### src/rtl/combination_lock_param.sv
// -----------------------------------------------------------------------------
// combination_lock_param
//   N-digit dial combination lock. A digit is sampled on each direction
//   reversal of the dial: digit k is expected while turning Left for even k
//   and Right for odd k, and an attempt starts with a Right turn in IDLE.
//   When all NUM_DIGITS digits match COMBO the lock opens until Center.
//
//   Optional feature macro: LOCKOUT_EN
//     defined   -> MAX_FAILS mismatches enter LOCKOUT for LOCKOUT_CYCLES clocks
//     undefined -> mismatches always return to IDLE, LockedOut tied low
//
// Ports
//   Clk        in   system clock, rising edge
//   South      in   synchronous active-high reset
//   Right      in   dial turning right (level)
//   Left       in   dial turning left (level)
//   Count      in   dial position, COUNT_W bits
//   Center     in   relock in OPEN / abort in ENTER
//   state      out  0 IDLE, 1 ENTER, 2 OPEN, 3 LOCKOUT
//   digit_idx  out  index of the digit currently awaited
//   Locked     out  high unless state is OPEN
//   Fail       out  one-cycle registered pulse per digit mismatch
//   LockedOut  out  high while state is LOCKOUT
// -----------------------------------------------------------------------------
module combination_lock_param #(
  parameter int                            NUM_DIGITS     = 3,
  parameter int                            COUNT_W        = 5,
  parameter int                            IDX_W          = 2,
  parameter logic [NUM_DIGITS*COUNT_W-1:0] COMBO          = {5'd17, 5'd7, 5'd13},
  parameter int                            MAX_FAILS      = 3,
  parameter int                            LOCKOUT_CYCLES = 16
) (
  input  logic               Clk,
  input  logic               South,
  input  logic               Right,
  input  logic               Left,
  input  logic [COUNT_W-1:0] Count,
  input  logic               Center,
  output logic [2:0]         state,
  output logic [IDX_W-1:0]   digit_idx,
  output logic               Locked,
  output logic               Fail,
  output logic               LockedOut
);

  typedef enum logic [2:0] {
    ST_IDLE    = 3'd0,
    ST_ENTER   = 3'd1,
    ST_OPEN    = 3'd2,
    ST_LOCKOUT = 3'd3
  } state_e;

  localparam logic [IDX_W-1:0] LAST_IDX = IDX_W'(NUM_DIGITS - 1);

  state_e             state_q;
  logic [IDX_W-1:0]   idx_q;
  logic               fail_q;

  logic               right_s;
  logic               left_s;
  logic               dir_ok_s;
  logic               match_s;
  logic [COUNT_W-1:0] digit_s;

  // Combination digits unpacked into a table covering every index value,
  // so a lookup with idx_q can never fall outside the array.
  logic [COUNT_W-1:0] combo_a [2**IDX_W];

  for (genvar g = 0; g < 2**IDX_W; g++) begin : g_combo
    if (g < NUM_DIGITS) begin : g_used
      assign combo_a[g] = COMBO[g*COUNT_W +: COUNT_W];
    end else begin : g_unused
      assign combo_a[g] = '0;
    end
  end

  // Direction decode and digit compare; both levels high means no direction.
  always_comb begin
    right_s  = Right & ~Left;
    left_s   = Left & ~Right;
    // Even digits are dialled turning Left, odd digits turning Right.
    dir_ok_s = idx_q[0] ? right_s : left_s;
    digit_s  = combo_a[idx_q];
    match_s  = (Count == digit_s);
  end

`ifdef LOCKOUT_EN
  localparam int                FCNT_W     = $clog2(MAX_FAILS + 1);
  localparam int                TMR_W      = (LOCKOUT_CYCLES > 1) ? $clog2(LOCKOUT_CYCLES) : 1;
  localparam logic [FCNT_W-1:0] FAILS_MAX  = FCNT_W'(MAX_FAILS);
  localparam logic [FCNT_W-1:0] FAILS_LAST = FCNT_W'(MAX_FAILS - 1);
  localparam logic [TMR_W-1:0]  TMR_LOAD   = TMR_W'(LOCKOUT_CYCLES - 1);

  logic [FCNT_W-1:0] fail_cnt_q;
  logic [FCNT_W-1:0] fail_cnt_d;
  logic [TMR_W-1:0]  timer_q;
  logic              lock_now_s;

  // Saturating fail count if the current sample turns out to be a mismatch.
  always_comb begin
    fail_cnt_d = fail_cnt_q;
    lock_now_s = 1'b0;
    if (fail_cnt_q >= FAILS_LAST) begin
      fail_cnt_d = FAILS_MAX;
      lock_now_s = 1'b1;
    end else begin
      fail_cnt_d = fail_cnt_q + FCNT_W'(1);
      lock_now_s = 1'b0;
    end
  end
`endif

  // Lock FSM with registered index and Fail pulse.
  always_ff @(posedge Clk) begin
    if (South) begin
      state_q    <= ST_IDLE;
      idx_q      <= '0;
      fail_q     <= 1'b0;
`ifdef LOCKOUT_EN
      fail_cnt_q <= '0;
      timer_q    <= '0;
`endif
    end else begin
      fail_q <= 1'b0;
      case (state_q)
        ST_IDLE: begin
          if (right_s) begin
            state_q <= ST_ENTER;
            idx_q   <= '0;
          end
        end
        ST_ENTER: begin
          // Center aborts even when a valid direction is present.
          if (Center) begin
            state_q <= ST_IDLE;
            idx_q   <= '0;
          end else if (dir_ok_s) begin
            if (match_s) begin
              if (idx_q == LAST_IDX) begin
                state_q    <= ST_OPEN;
                idx_q      <= '0;
`ifdef LOCKOUT_EN
                fail_cnt_q <= '0;
`endif
              end else begin
                idx_q <= idx_q + IDX_W'(1);
              end
            end else begin
              fail_q <= 1'b1;
              idx_q  <= '0;
`ifdef LOCKOUT_EN
              fail_cnt_q <= fail_cnt_d;
              if (lock_now_s) begin
                state_q <= ST_LOCKOUT;
                timer_q <= TMR_LOAD;
              end else begin
                state_q <= ST_IDLE;
              end
`else
              state_q <= ST_IDLE;
`endif
            end
          end
        end
        ST_OPEN: begin
          if (Center) begin
            state_q <= ST_IDLE;
          end
        end
        ST_LOCKOUT: begin
`ifdef LOCKOUT_EN
          // Timer was loaded with LOCKOUT_CYCLES-1, so the exit edge is the
          // LOCKOUT_CYCLES-th cycle spent here.
          if (timer_q == '0) begin
            state_q    <= ST_IDLE;
            fail_cnt_q <= '0;
          end else begin
            timer_q <= timer_q - TMR_W'(1);
          end
`else
          state_q <= ST_IDLE;
          idx_q   <= '0;
`endif
        end
        default: begin
          state_q <= ST_IDLE;
          idx_q   <= '0;
        end
      endcase
    end
  end

  assign state     = state_q;
  assign digit_idx = idx_q;
  assign Fail      = fail_q;
  assign Locked    = (state_q != ST_OPEN);
`ifdef LOCKOUT_EN
  assign LockedOut = (state_q == ST_LOCKOUT);
`else
  assign LockedOut = 1'b0;
`endif

endmodule

### config.mk
export PLATFORM = sky130hd
export DESIGN_NAME = combination_lock_param
export DESIGN_NICKNAME = d
export VERILOG_FILES = /design/src/rtl/combination_lock_param.sv
export SDC_FILE = /design/constraint.sdc
export NUM_CORES = 1
export LEC_CHECK = 0
export CAP_MARGIN = 20
export CORE_MARGIN = 2
export CORE_UTILIZATION = 30
export CTS_CLUSTER_SIZE = 12
export DETAILED_ROUTE_END_ITERATION = 6
export SKIP_CTS_REPAIR_TIMING = 1
export SYNTH_ARGS = -nofsm -noshare
export SYNTH_HDL_FRONTEND = slang
export SYNTH_SLANG_ARGS = --single-unit
### constraint.sdc
create_clock -name Clk -period 2.6 [get_ports Clk]
set_input_delay 0.65 -clock Clk [delete_from_list [all_inputs] [get_ports Clk]]
set_output_delay 0.65 -clock Clk [all_outputs]
set_load 0.05 [all_outputs]
==> summary.txt <==
Main combinational cell family by area after synthesis - compound AO/OA/AOI/OAI gates
Slew Limit Fails - 0
Max Freq - 437 MHz
DP HPWL - 894 microns
Share of cells above drive strength 1 - 13.9%
Largest stage delay, worst path - 790 ps
GR Overflow Total - 0
GP Congestion - 0.770
Residual DRC - 0
Post-synthesis adder-cell area fraction - 0%
Yosys top cell area share - 21.7%
Setup TNS Final - 0 ps
Fill cells - 155
Post-Synth Simple-Gate Area - 26.1%
Unique cell type count in the Yosys netlist - 34
Port Buffers - 15
Ant. Diodes - 0
Commonest non-fill, non-tap cells in the layout - clkdlybuf4s50_1, dfxtp_1, inv_1
Ordered cell list for the critical path - inv_1 -> nand2_1 -> clkdlybuf4s50_1
Leading area contributor after synthesis - dfxtp_1
Worst-skew pair later-pin latency - 230 ps
Synthesized area per cell - 8.69 sq um
Clock net sink count - 5
Hold Crit Depth - 1
Cells after Synth - 53
Worst slack at placement - 182 ps
Peak VDD IR - 0.000167 V
H-Tree Depth - 1
WL final - 1120 microns
Compound-Gate Fraction of Synth Area - 41.6%
Post-route design area - 649 sq um
Worst-path fanout max - 8
Most common cell after layout, fill and taps aside - clkdlybuf4s50_1
Synth Warn # - 0
Final hold viol count - 0
Post-DP Area - 623 sq um
Largest net degree at the start of global routing - 14
Power per Cell Area - 337 nW/um^2
DR WL/cell - 12.7 microns
Arrival @ worst endpoint - 1640 ps
Crit path kind - reg -> out
First-pass GRT wire length - 1880 microns
Initial DRC count - 12
Total CTS buffers - 3
Vias in the first global route - 459
Core area - 1470 sq um
RSZ-0062 raised after global routing - false
Worst clock skew - 1.80 ps
XOR/XNOR share of the synthesized area - 0%
Mux cell area share after synthesis - 0%
Post-layout util - 44.1%
Max-cap violations - 0
Minimum clock period - 2290 ps
Reg2reg end - state[1]
RR Startpoint - digit_idx[0]
Hold_ws - 618 ps
Slew @ Worst Pin - 505 ps
Via density per instance - 5.36
Leak - 0.000222 uW
Syn Std Cell Area - 460 sq um
Synth area leaders - dfxtp_1, a2111oi_4, o211ai_4
Status - finished clean
Period utilization - 88.0%
DIE WIDTH - 43.2 microns
FF+latch count, synth - 5
Max clock buf depth - 2
DRT Pass-1 Iters - 4
Die Span Y - 43.2 microns
All-Layer GR Usage - 13.1%
Slew headroom - 66.3%
Hold Crit Class - reg -> reg
Seq/Total Area, Yosys - 21.7%
Routed via count - 472
Final setup violation count - 0
CP max stage cell - clkdlybuf4s50_1
Row count - 14
Area Growth Syn to Fin - 41.0%
Num ports - 18
Initial antenna violation count - 0
Die area - 1860 sq um
Clk root buf - clkbuf_4
Fin worst setup slack - 312 ps
TritonCTS clock tree - done
Worst Setup EP - Locked
CP Data Required Time - 1950 ps
Layout Nets - 83
Worst Setup SP - state[0]
R2r setup slk - 780 ps
Reg2Reg Depth - 5
Antenna-violating nets left - 0
Clock transition at the registers of the reported paths - 40 ps
Worst Setup Start Kind - flip-flop
CP endpoint kind - output port
Initial Util - 31.3%
## cells by family (layout without fill, tap and decap cells)
family | count (synthesis) | in the layout
and+or+nand+nor | 18 | 18
AOI/OAI and AO/OA | 21 | 21
DFF | 5 | 5
buffers and inverters | 8 | 26
other | 1 | 2
## critical path, delay by kind of cell (launching register included)
family,cells,cell delay [ps]
flops,1,430
simple gates,1,80
buf+inv,2,900
## power breakdown
| group | total [uW] | internal [uW] | leakage, uW | switching (uW) |
|---|---|---|---|---|
| registers | 79.8 | 78.1 | 0.0000404 | 1.69 |
| clock network | 85.2 | 57.7 | 0.0000150 | 27.5 |
| logic | 54.1 | 24.4 | 0.000166 | 29.6 |
| total | 219 | 160 | 0.000222 | 58.8 |
## flip-flops by register name (all words and copies together) (netlist names)
signal and flops:
digit_idx 2, state 2, Fail 1
## Yosys cell counts
| cell type | number |
|---|---|
| a2111o_1 | 1 |
| a2111oi_4 | 1 |
| a211o_1 | 1 |
| a211oi_1 | 1 |
| a21bo_1 | 1 |
| a21boi_1 | 1 |
| a21oi_1 | 3 |
| a221oi_1 | 1 |
| and3b_1 | 1 |
| buf_4 | 2 |
| buf_6 | 1 |
| conb_1 | 1 |
| dfxtp_1 | 5 |
| inv_1 | 4 |
| inv_2 | 1 |
| nand2_1 | 3 |
| nand3_1 | 1 |
| nand3b_1 | 1 |
| nand4b_1 | 1 |
| nor2_1 | 3 |
| nor2b_1 | 2 |
| nor3b_1 | 2 |
| o211ai_1 | 2 |
| o211ai_2 | 1 |
| o211ai_4 | 1 |
| o21ai_0 | 3 |
| o22ai_1 | 1 |
| o31ai_1 | 1 |
| o32ai_1 | 1 |
| o41ai_1 | 1 |
| or2b_1 | 1 |
| or4_1 | 1 |
| or4b_4 | 1 |
| or4bb_1 | 1 |
## layer usage
layer  wire length [microns]  GRT usage [%]
met5                       0              0
met1                     489           16.3
met2                     577           21.8
met3                      50           1.28
met4                       0           7.27
## metrics by stage
stage	total power, uW	std cells
global placement	135	84
floorplan	112	54
global route	232	88
CTS	225	88
finish	219	88
detailed placement	135	84
## worst min-delay path by stage
| stage | start | to | slack, ps |
|---|---|---|---|
| after CTS | digit_idx[1] | digit_idx[1] | 620 |
| after detailed placement | digit_idx[1] | digit_idx[1] | 610 |
| after global placement | digit_idx[1] | digit_idx[1] | 600 |
| after global routing | state[1] | state[1] | 660 |
| after floorplan | South | state[1] | 730 |
| final | digit_idx[1] | digit_idx[1] | 620 |
## area by class of cell
class | instances | area (sq um) | share of cell area (%)
timing repair buffer | 17 | 165 | 25.4
inverter | 5 | 18.8 | 2.89
tap | 16 | 20.0 | 3.08
multi-input combinational | 41 | 319 | 49.1
clock buffer | 4 | 26.3 | 4.05
sequential | 5 | 100 | 15.4
Note: power is estimated with default switching activity, not from simulation.
